--- config.mk ---
export PLATFORM = sky130hd
export DESIGN_NAME = l2_arbiter_rr
export DESIGN_NICKNAME = d
export VERILOG_FILES = /design/src/rtl/l2_arbiter_rr.sv
export SDC_FILE = /design/constraint.sdc
export NUM_CORES = 1
export LEC_CHECK = 0
export CAP_MARGIN = 20
export CORE_AREA = 4 4 535 537
export DETAILED_ROUTE_END_ITERATION = 12
export DIE_AREA = 0 0 539 541
export PLACE_DENSITY_LB_ADDON = 0.2
export SYNTH_ARGS = -nofsm -noshare
export SYNTH_HDL_FRONTEND = slang
export SYNTH_SLANG_ARGS = --single-unit
--- constraint.sdc ---
create_clock -name clk -period 1.9 [get_ports clk]
set_clock_uncertainty 0.05 [all_clocks]
set_input_delay 0.38 -clock clk [delete_from_list [all_inputs] [get_ports clk]]
set_output_delay 0.38 -clock clk [all_outputs]
set_load 0.01 [all_outputs]
--- src/rtl/l2_arbiter_rr.sv ---
// Round-robin arbiter from NUM_REQ L1 miss ports onto one L2 port; addr/wdata registered at grant.
// Grant visible the cycle after the request; completion routed in the l2_resp cycle with back-to-back re-grant; requests hold until their req_resp.
module l2_arbiter_rr #(
    parameter int NUM_REQ    = 2,
    parameter int ADDR_WIDTH = 32,
    parameter int DATA_WIDTH = 256
) (
    input  logic                                            clk,
    input  logic                                            rst_n,
    input  logic [NUM_REQ-1:0]                              req_read,
    input  logic [NUM_REQ-1:0]                              req_write,
    input  logic [NUM_REQ*ADDR_WIDTH-1:0]                   req_addr,
    input  logic [NUM_REQ*DATA_WIDTH-1:0]                   req_wdata,
    output logic [NUM_REQ-1:0]                              req_resp,
    output logic [DATA_WIDTH-1:0]                           req_rdata,
    output logic                                            l2_read,
    output logic                                            l2_write,
    output logic [ADDR_WIDTH-1:0]                           l2_addr,
    output logic [DATA_WIDTH-1:0]                           l2_wdata,
    input  logic                                            l2_resp,
    input  logic [DATA_WIDTH-1:0]                           l2_rdata,
    output logic [((NUM_REQ > 1) ? $clog2(NUM_REQ) : 1)-1:0] grant_id,
    output logic                                            busy
);
    localparam int GID_W = (NUM_REQ > 1) ? $clog2(NUM_REQ) : 1;

    typedef enum logic {IDLE, BUSY} state_t;

    state_t                state, state_nxt;
    logic [NUM_REQ-1:0]    pend, cand;
    logic [GID_W-1:0]      rr_ptr, scan_base, win_id, after_owner, idx;
    logic                  win_vld, done, take, op_write;
    int                    pos;
    logic [ADDR_WIDTH-1:0] addr_slice  [NUM_REQ];
    logic [DATA_WIDTH-1:0] wdata_slice [NUM_REQ];

    for (genvar g = 0; g < NUM_REQ; g++) begin : g_slice
        assign addr_slice[g]  = req_addr[g*ADDR_WIDTH +: ADDR_WIDTH];
        assign wdata_slice[g] = req_wdata[g*DATA_WIDTH +: DATA_WIDTH];
    end

    assign pend        = req_read | req_write;
    assign done        = (state == BUSY) && l2_resp;
    assign take        = win_vld && ((state == IDLE) || done);
    assign after_owner = (grant_id == GID_W'(NUM_REQ - 1)) ? '0 : grant_id + GID_W'(1);
    assign req_rdata   = l2_rdata;

    // In BUSY the owner still holds its request, so it is masked and the scan starts just past it.
    always_comb begin
        cand      = pend;
        scan_base = rr_ptr;
        win_vld   = 1'b0;
        win_id    = '0;
        idx       = '0;
        pos       = 0;
        if (state == BUSY) begin
            cand[grant_id] = 1'b0;
            scan_base      = after_owner;
        end
        for (int k = NUM_REQ - 1; k >= 0; k--) begin
            pos = int'(scan_base) + k;
            if (pos >= NUM_REQ) begin
                pos = pos - NUM_REQ;
            end
            idx = GID_W'(pos);
            if (cand[idx]) begin
                win_vld = 1'b1;
                win_id  = idx;
            end
        end
    end

    always_comb begin
        state_nxt = state;
        busy      = 1'b0;
        l2_read   = 1'b0;
        l2_write  = 1'b0;
        req_resp  = '0;
        case (state)
            IDLE: begin
                if (win_vld) begin
                    state_nxt = BUSY;
                end
            end
            BUSY: begin
                busy     = 1'b1;
                l2_read  = ~op_write;
                l2_write = op_write;
                if (l2_resp) begin
                    req_resp[grant_id] = 1'b1;
                    if (!win_vld) begin
                        state_nxt = IDLE;
                    end
                end
            end
            default: state_nxt = IDLE;
        endcase
    end

    always_ff @(posedge clk or negedge rst_n) begin
        if (!rst_n) begin
            state <= IDLE;
        end else begin
            state <= state_nxt;
        end
    end

    // Write wins when a requester raises both read and write.
    always_ff @(posedge clk or negedge rst_n) begin
        if (!rst_n) begin
            grant_id <= '0;
            op_write <= 1'b0;
            l2_addr  <= '0;
            l2_wdata <= '0;
            rr_ptr   <= '0;
        end else begin
            if (take) begin
                grant_id <= win_id;
                op_write <= req_write[win_id];
                l2_addr  <= addr_slice[win_id];
                l2_wdata <= wdata_slice[win_id];
            end
            if (done) begin
                rr_ptr <= after_owner;
            end
        end
    end
endmodule
# Word level (Yosys, flattened, before mapping)

Cells that the tools add are included.

Flip-flop bits (word level): 292
Bits in latches: 0
Memory bits (writable): 0
ROM bits: 0
Input bits: 839
Output and inout port bits: 550
Logic and storage cells: 59
Memories kept: 0

Add/subtract/negate cells: 4
Multiply operators: 0
Divide/modulo/power cells: 0
$lt $le $gt $ge: 8
Equal/unequal tests: 0
Shift-type cells: 0
Muxes and demuxes: 31
Bitwise gates (word level): 6
Reductions and logical operators: 4

Operators by type and width:

| cell                                                                                 | count |
|---|---|
| 256-bit two-way mux                                                                  | 3 |
| 32-bit two-way mux                                                                   | 3 |
| 1-bit two-way mux                                                                    | 20 |
| 1-bit by 2-bit less-than comparator with 1-bit output (second input constant)        | 4 |
| 2-bit two-way mux                                                                    | 3 |
| 2-bit greater-or-equal comparator (second input constant)                            | 2 |
| 1-bit logical AND                                                                    | 3 |
| 1-bit by 1-bit adder with 2-bit output (second input constant)                       | 1 |
| 2-bit bitwise AND                                                                    | 1 |
| 1-bit by 2-bit greater-or-equal comparator with 1-bit output (second input constant) | 1 |
| 1-bit inverter                                                                       | 2 |
| 1-bit inverter with 2-bit output                                                     | 1 |
| 2-bit inverter                                                                       | 1 |
| 2-bit bitwise OR                                                                     | 1 |
| 1-bit one-hot mux with 2 select lines                                                | 1 |
| 1-bit subtractor (second input constant)                                             | 2 |
| 1-bit adder (second input constant)                                                  | 1 |
| 1-bit demux with 1-bit select                                                        | 1 |
| 1-bit greater-or-equal comparator (second input constant)                            | 1 |
| 1-bit logical OR                                                                     | 1 |

# Longest topological paths before layout

Depth after elaboration: 15
Mapped depth: 7
Gate-level depth less buffers: 4

# Worst setup path before layout

Ideal clock, no wire load.

Path type: flip-flop to flip-flop
Start: register state
End: register l2_wdata[148]
Library setup time: 137 ps
Arrival: 1503 ps
Data required time: 1713 ps
Slack: 210 ps
Cell stages (with the launch flop): 7
Path buffers: 3
Period minus slack after synthesis: 1690 ps
Cells stage by stage: dfrtp_1 -> o2bb2ai_1 -> a22oi_1 -> buf_4 -> buf_2 -> clkbuf_1 -> a21oi_1

Word-level cells in the longest chain between the ends: 12
Elaborated cells between the ends (all ways): 25
Those cells by class: add/sub (3); order compare (2); mux (15); bitwise (2); reduce/logical (3)

Ends and longest elaborated chain:

| what                                                                  | RTL line | text |
|---|---|---|
| start: declaration                                                    | 29       | `state_t state, state_nxt;` |
| start signal: assignment                                              | 104      | `state <= state_nxt;` |
| 1-bit two-way mux                                                     | 56       | `if (state == BUSY) begin` |
| 1-bit by 1-bit adder with 2-bit output                                | 61       | `pos = int'(scan_base) + k;` |
| 2-bit greater-or-equal comparator or 1-bit subtractor (tied branches) | 62, 63   |  |
| 1-bit two-way mux                                                     | 62       | `if (pos >= NUM_REQ) begin` |
| 1-bit two-way mux (not written as such) (2 in series)                 | 66       | `if (cand[idx]) begin` |
| 1-bit two-way mux (2 in series)                                       | 66       |  |
| 1-bit inverter with 2-bit output (not written as such)                | 121      | `l2_wdata <= wdata_slice[win_id];` |
| 256-bit two-way mux (not written as such) (3 in series)               | 121      |  |
| end signal: assignment                                                | 121      |  |
| end: declaration                                                      | 19       | `output logic [DATA_WIDTH-1:0] l2_wdata,` |

Several ways; a longest one is shown, not always the timed one. The select of a mux whose other input is x is not followed.
A chain may end at the register's enable or synchronous reset.

# Final worst setup path

Start: register grant_id
End: register l2_wdata[119]

Word-level cells in the longest chain between the ends: 15
Elaborated cells between the ends (all ways): 31
Those cells by class: add/sub (4); order compare (4); mux (18); bitwise (3); reduce/logical (2)

Ends and longest elaborated chain:

| what                                                                            | RTL line | text |
|---|---|---|
| start: declaration                                                              | 22       | `output logic [((NUM_REQ > 1) ? $clog2(NUM_REQ) : 1)-1:0] grant_id,` |
| start signal: assignment                                                        | 118      | `grant_id <= win_id;` |
| branches (longest 15 deep; another with 1-bit by 1-bit adder with 2-bit output) | -        |  |

Parallel ways; which one is timed is not known. The select of a mux whose other input is x is not followed.

==> impl_metrics.tcl <==
set metrics [dict create \
    status "finished with violations" \
    failed_checks "setup timing" \
    core_area_um2 282000 \
    clock_tree.root_cell "sky130_fd_sc_hd__clkbuf_16" \
    die-width_um 539 \
    track_usage 0.0949 \
    fraction_of_layout_instances_using_a_drive_strength_above_1 0.209 \
    std_cell_rows 195 \
    most_frequent_cells_in_the_layout "sky130_fd_sc_hd__clkdlybuf4s50_1, sky130_fd_sc_hd__dfrtp_1, sky130_fd_sc_hd__nor2_1, sky130_fd_sc_hd__a21oi_1, sky130_fd_sc_hd__mux2i_1" \
    crit_path_top_delay_cell "sky130_fd_sc_hd__dfrtp_1" \
    pwr_total_mw 41.1 \
    overflow 0 \
    hold-worst-slack_ps 127 \
    topRoutingLayerUsed "met5" \
    final_min_period_over_clock_period 1.08 \
    io_buffer_count 876 \
    timing.max_slew.rel_slack 0.693 \
    crit_fanout 21 \
    postSynthNetCount 2368 \
    wl_mm 144 \
    worst_path_largest_cell_delay_ps 430 \
    timing.critical_path.required_ps 2370 \
    fin_nets 3113 \
    worst_pin_slew_ps 458 \
    rsz0062_at_grt "yes" \
    wire_length_of_the_first_global_routing_pass_mm 179 \
    clkLatencyLatePin_ps 630 \
    origin_of_the_worst_setup_path "grant_id" \
    via_per_inst 2.48 \
    hp-class "in -> async" \
    detailedRoute.firstPassIterationCount 5 \
    cts-root-to-sink-buffers 3 \
    grt_antenna_before_repair 142 \
    tritoncts.num_buffers 45 \
    synth_seq_cells 292 \
    mappedNetlistArea_um2 15200 \
    placed_cell_area_um2 27700 \
    drtIter0Drc 611 \
    met2WireLength_mm 62.3 \
    clock_pin_slew_of_the_registers_on_the_worst_case_setup_and_hold_paths_ps 70 \
    worst-endpoint-arrival_ps 2520 \
    routability_congestion 0.790 \
    detail_route.drc_violations 0 \
    largest_net_degree_at_the_start_of_global_routing 61 \
    utilization 0.109 \
    setup_viol_count_final 256 \
    yosysWarnings 0 \
    timing.critical_path.cells "buf_6, o2bb2ai_4, a21oi_4, buf_6, buf_16, buf_16, mux2i_1, a21oi_2" \
    place.detailed.instances 5926 \
    stdcell_count 6067 \
    final_antenna_net_count 0 \
    end_kind "flip-flop" \
    synth_cells 1529 \
    tritoncts "built" \
    timing.critical_path.from_type "flip-flop" \
    avgSynthCellArea_um2 9.97 \
    vias 15000 \
    final.min_clock_period_ps 2050 \
    fp.dieArea_um2 292000 \
    area_growth_syn_to_layout_pct 102 \
    detail_route.wl_per_cell_um 23.8 \
    fin_area_um2 30700 \
    worst-setup-path-type "reg -> reg" \
    top_level_ports 1389 \
    cts_max_level 2 \
    met1_length_mm 56.3 \
    drv_cap 0 \
    floorplan.initialDensity 0.0541 \
    reg2reg_from "grant_id" \
    hold_violations 0 \
    hpwlAfterDp_mm 124 \
    timing_max_transition_violations_final 0 \
    cpLargestDelayFamily "buffers and inverters" \
    post-route-worst-setup-slack_ps -150 \
    worstPathBufferInverterCount 4 \
    reported_leakage_power_nw 11.4 \
    achievable-frequency_mhz 488 \
    worst_ir_drop_vdd_mv 0.529 \
    cts.sink_count 292 \
    grt_pass1_vias 15700 \
    dr_wl_met3_mm 18.6 \
    mostFrequentLayoutCell "sky130_fd_sc_hd__clkdlybuf4s50_1" \
    yosys.cell_types.count 22 \
    synth.yosys.seq_area_share 0.480 \
    power_per_cell_area_nw_per_um2 1340 \
    die_h_um 541 \
]
per-layer routing:
layer,global-route usage,up-vias
li1,-,6488
met1,0.108,6965
met2,0.147,1011
met3,0.0558,458
met4,0.0343,106
met5,0.00329,-
Yosys cell counts:
| cell type | instances | area [µm²] |
|---|---|---|
| sky130_fd_sc_hd__dfrtp_1 | 292 | 7310 |
| sky130_fd_sc_hd__nor2_1 | 292 | 1100 |
| sky130_fd_sc_hd__a21oi_1 | 291 | 1460 |
| sky130_fd_sc_hd__mux2i_1 | 289 | 2890 |
| sky130_fd_sc_hd__buf_4 | 267 | 2000 |
| sky130_fd_sc_hd__buf_2 | 50 | 250 |
| sky130_fd_sc_hd__clkbuf_1 | 27 | 101 |
| sky130_fd_sc_hd__buf_1 | 7 | 26.3 |
| sky130_fd_sc_hd__a21o_1 | 1 | 7.51 |
| sky130_fd_sc_hd__a22oi_1 | 1 | 7.51 |
| sky130_fd_sc_hd__and2_1 | 1 | 6.26 |
| sky130_fd_sc_hd__and3_1 | 1 | 6.26 |
| sky130_fd_sc_hd__buf_6 | 1 | 11.3 |
| sky130_fd_sc_hd__mux2_2 | 1 | 11.3 |
| sky130_fd_sc_hd__nand2_1 | 1 | 3.75 |
| sky130_fd_sc_hd__nor2b_1 | 1 | 6.26 |
| sky130_fd_sc_hd__nor3_1 | 1 | 5.00 |
| sky130_fd_sc_hd__o22a_1 | 1 | 8.76 |
| sky130_fd_sc_hd__o2bb2ai_1 | 1 | 8.76 |
| sky130_fd_sc_hd__o31ai_1 | 1 | 7.51 |
| sky130_fd_sc_hd__or2_1 | 1 | 6.26 |
| sky130_fd_sc_hd__or3_1 | 1 | 6.26 |
what timing repair did:
| item | CTS | global route |
|---|---|---|
| gates cloned | 14 | 5 |
| hold endpoints to repair | 177 | 0 |
| gates resized for setup | 633 | 150 |
| buffers inserted | 27 | 7 |
| hold buffers | 1 | 0 |
| pin swaps | 2 | 14 |
| setup endpoints to repair | 547 | 296 |
report_power, final:
| group | total, mW | switching, mW | internal (mW) |
|---|---|---|---|
| Combinational | 21.0 | 10.8 | 10.3 |
| Sequential | 11.3 | 2.22 | 9.08 |
| Clock | 8.78 | 3.60 | 5.18 |
| Total | 41.1 | 16.6 | 24.5 |
logic make-up (layout without fill, tap and decap cells):
| kind of cell | count (synthesis) | count (layout) | share of synthesized area |
|---|---|---|---|
| compound gates | 296 | 296 | 0.0982 |
| other cells | 0 | 18 | 0 |
| flops | 292 | 292 | 0.480 |
| mux | 290 | 290 | 0.191 |
| simple gates | 299 | 299 | 0.0746 |
| buf+inv | 352 | 1129 | 0.157 |
worst paths after layout:
kind / end / slack (ps) / depth (start not counted)
setup / recovery: l2_wdata[119] / -150 / 8
hold / removal: l2_wdata[228] / 130 / 2
setup reg to reg: l2_wdata[119] / -150 / 8
hold reg to reg: rr_ptr / 430 / 1
max in group asynchronous: l2_wdata[106] / 900 / 4
min in group clk: l2_wdata[229] / 310 / 3
state kept, by name, indices dropped and copies added (netlist names):
| name | count |
|---|---|
| op_write | 1 |
| rr_ptr | 1 |
| state | 1 |
| l2_addr | 32 |
| grant_id | 1 |
| l2_wdata | 256 |
metrics by stage:
step | setup TNS [ps] | setup slack [ps]
after CTS | -37170 | -262
after detailed placement | -171760 | -793
after global routing | -37250 | -207
after floorplan | 0 | 210
final | -17590 | -150
after global placement | -174860 | -850
area by class of cell:
type	count	area, µm²
multi-input cells	885	6190
well taps	3743	4680
fillers	32500	251000
clock inverters	11	140
repair buffers	1050	11000
diodes	18	45.0
clock buffers	68	1330
flip-flops and latches	292	7330
Note: power is estimated with default switching activity, not from simulation.
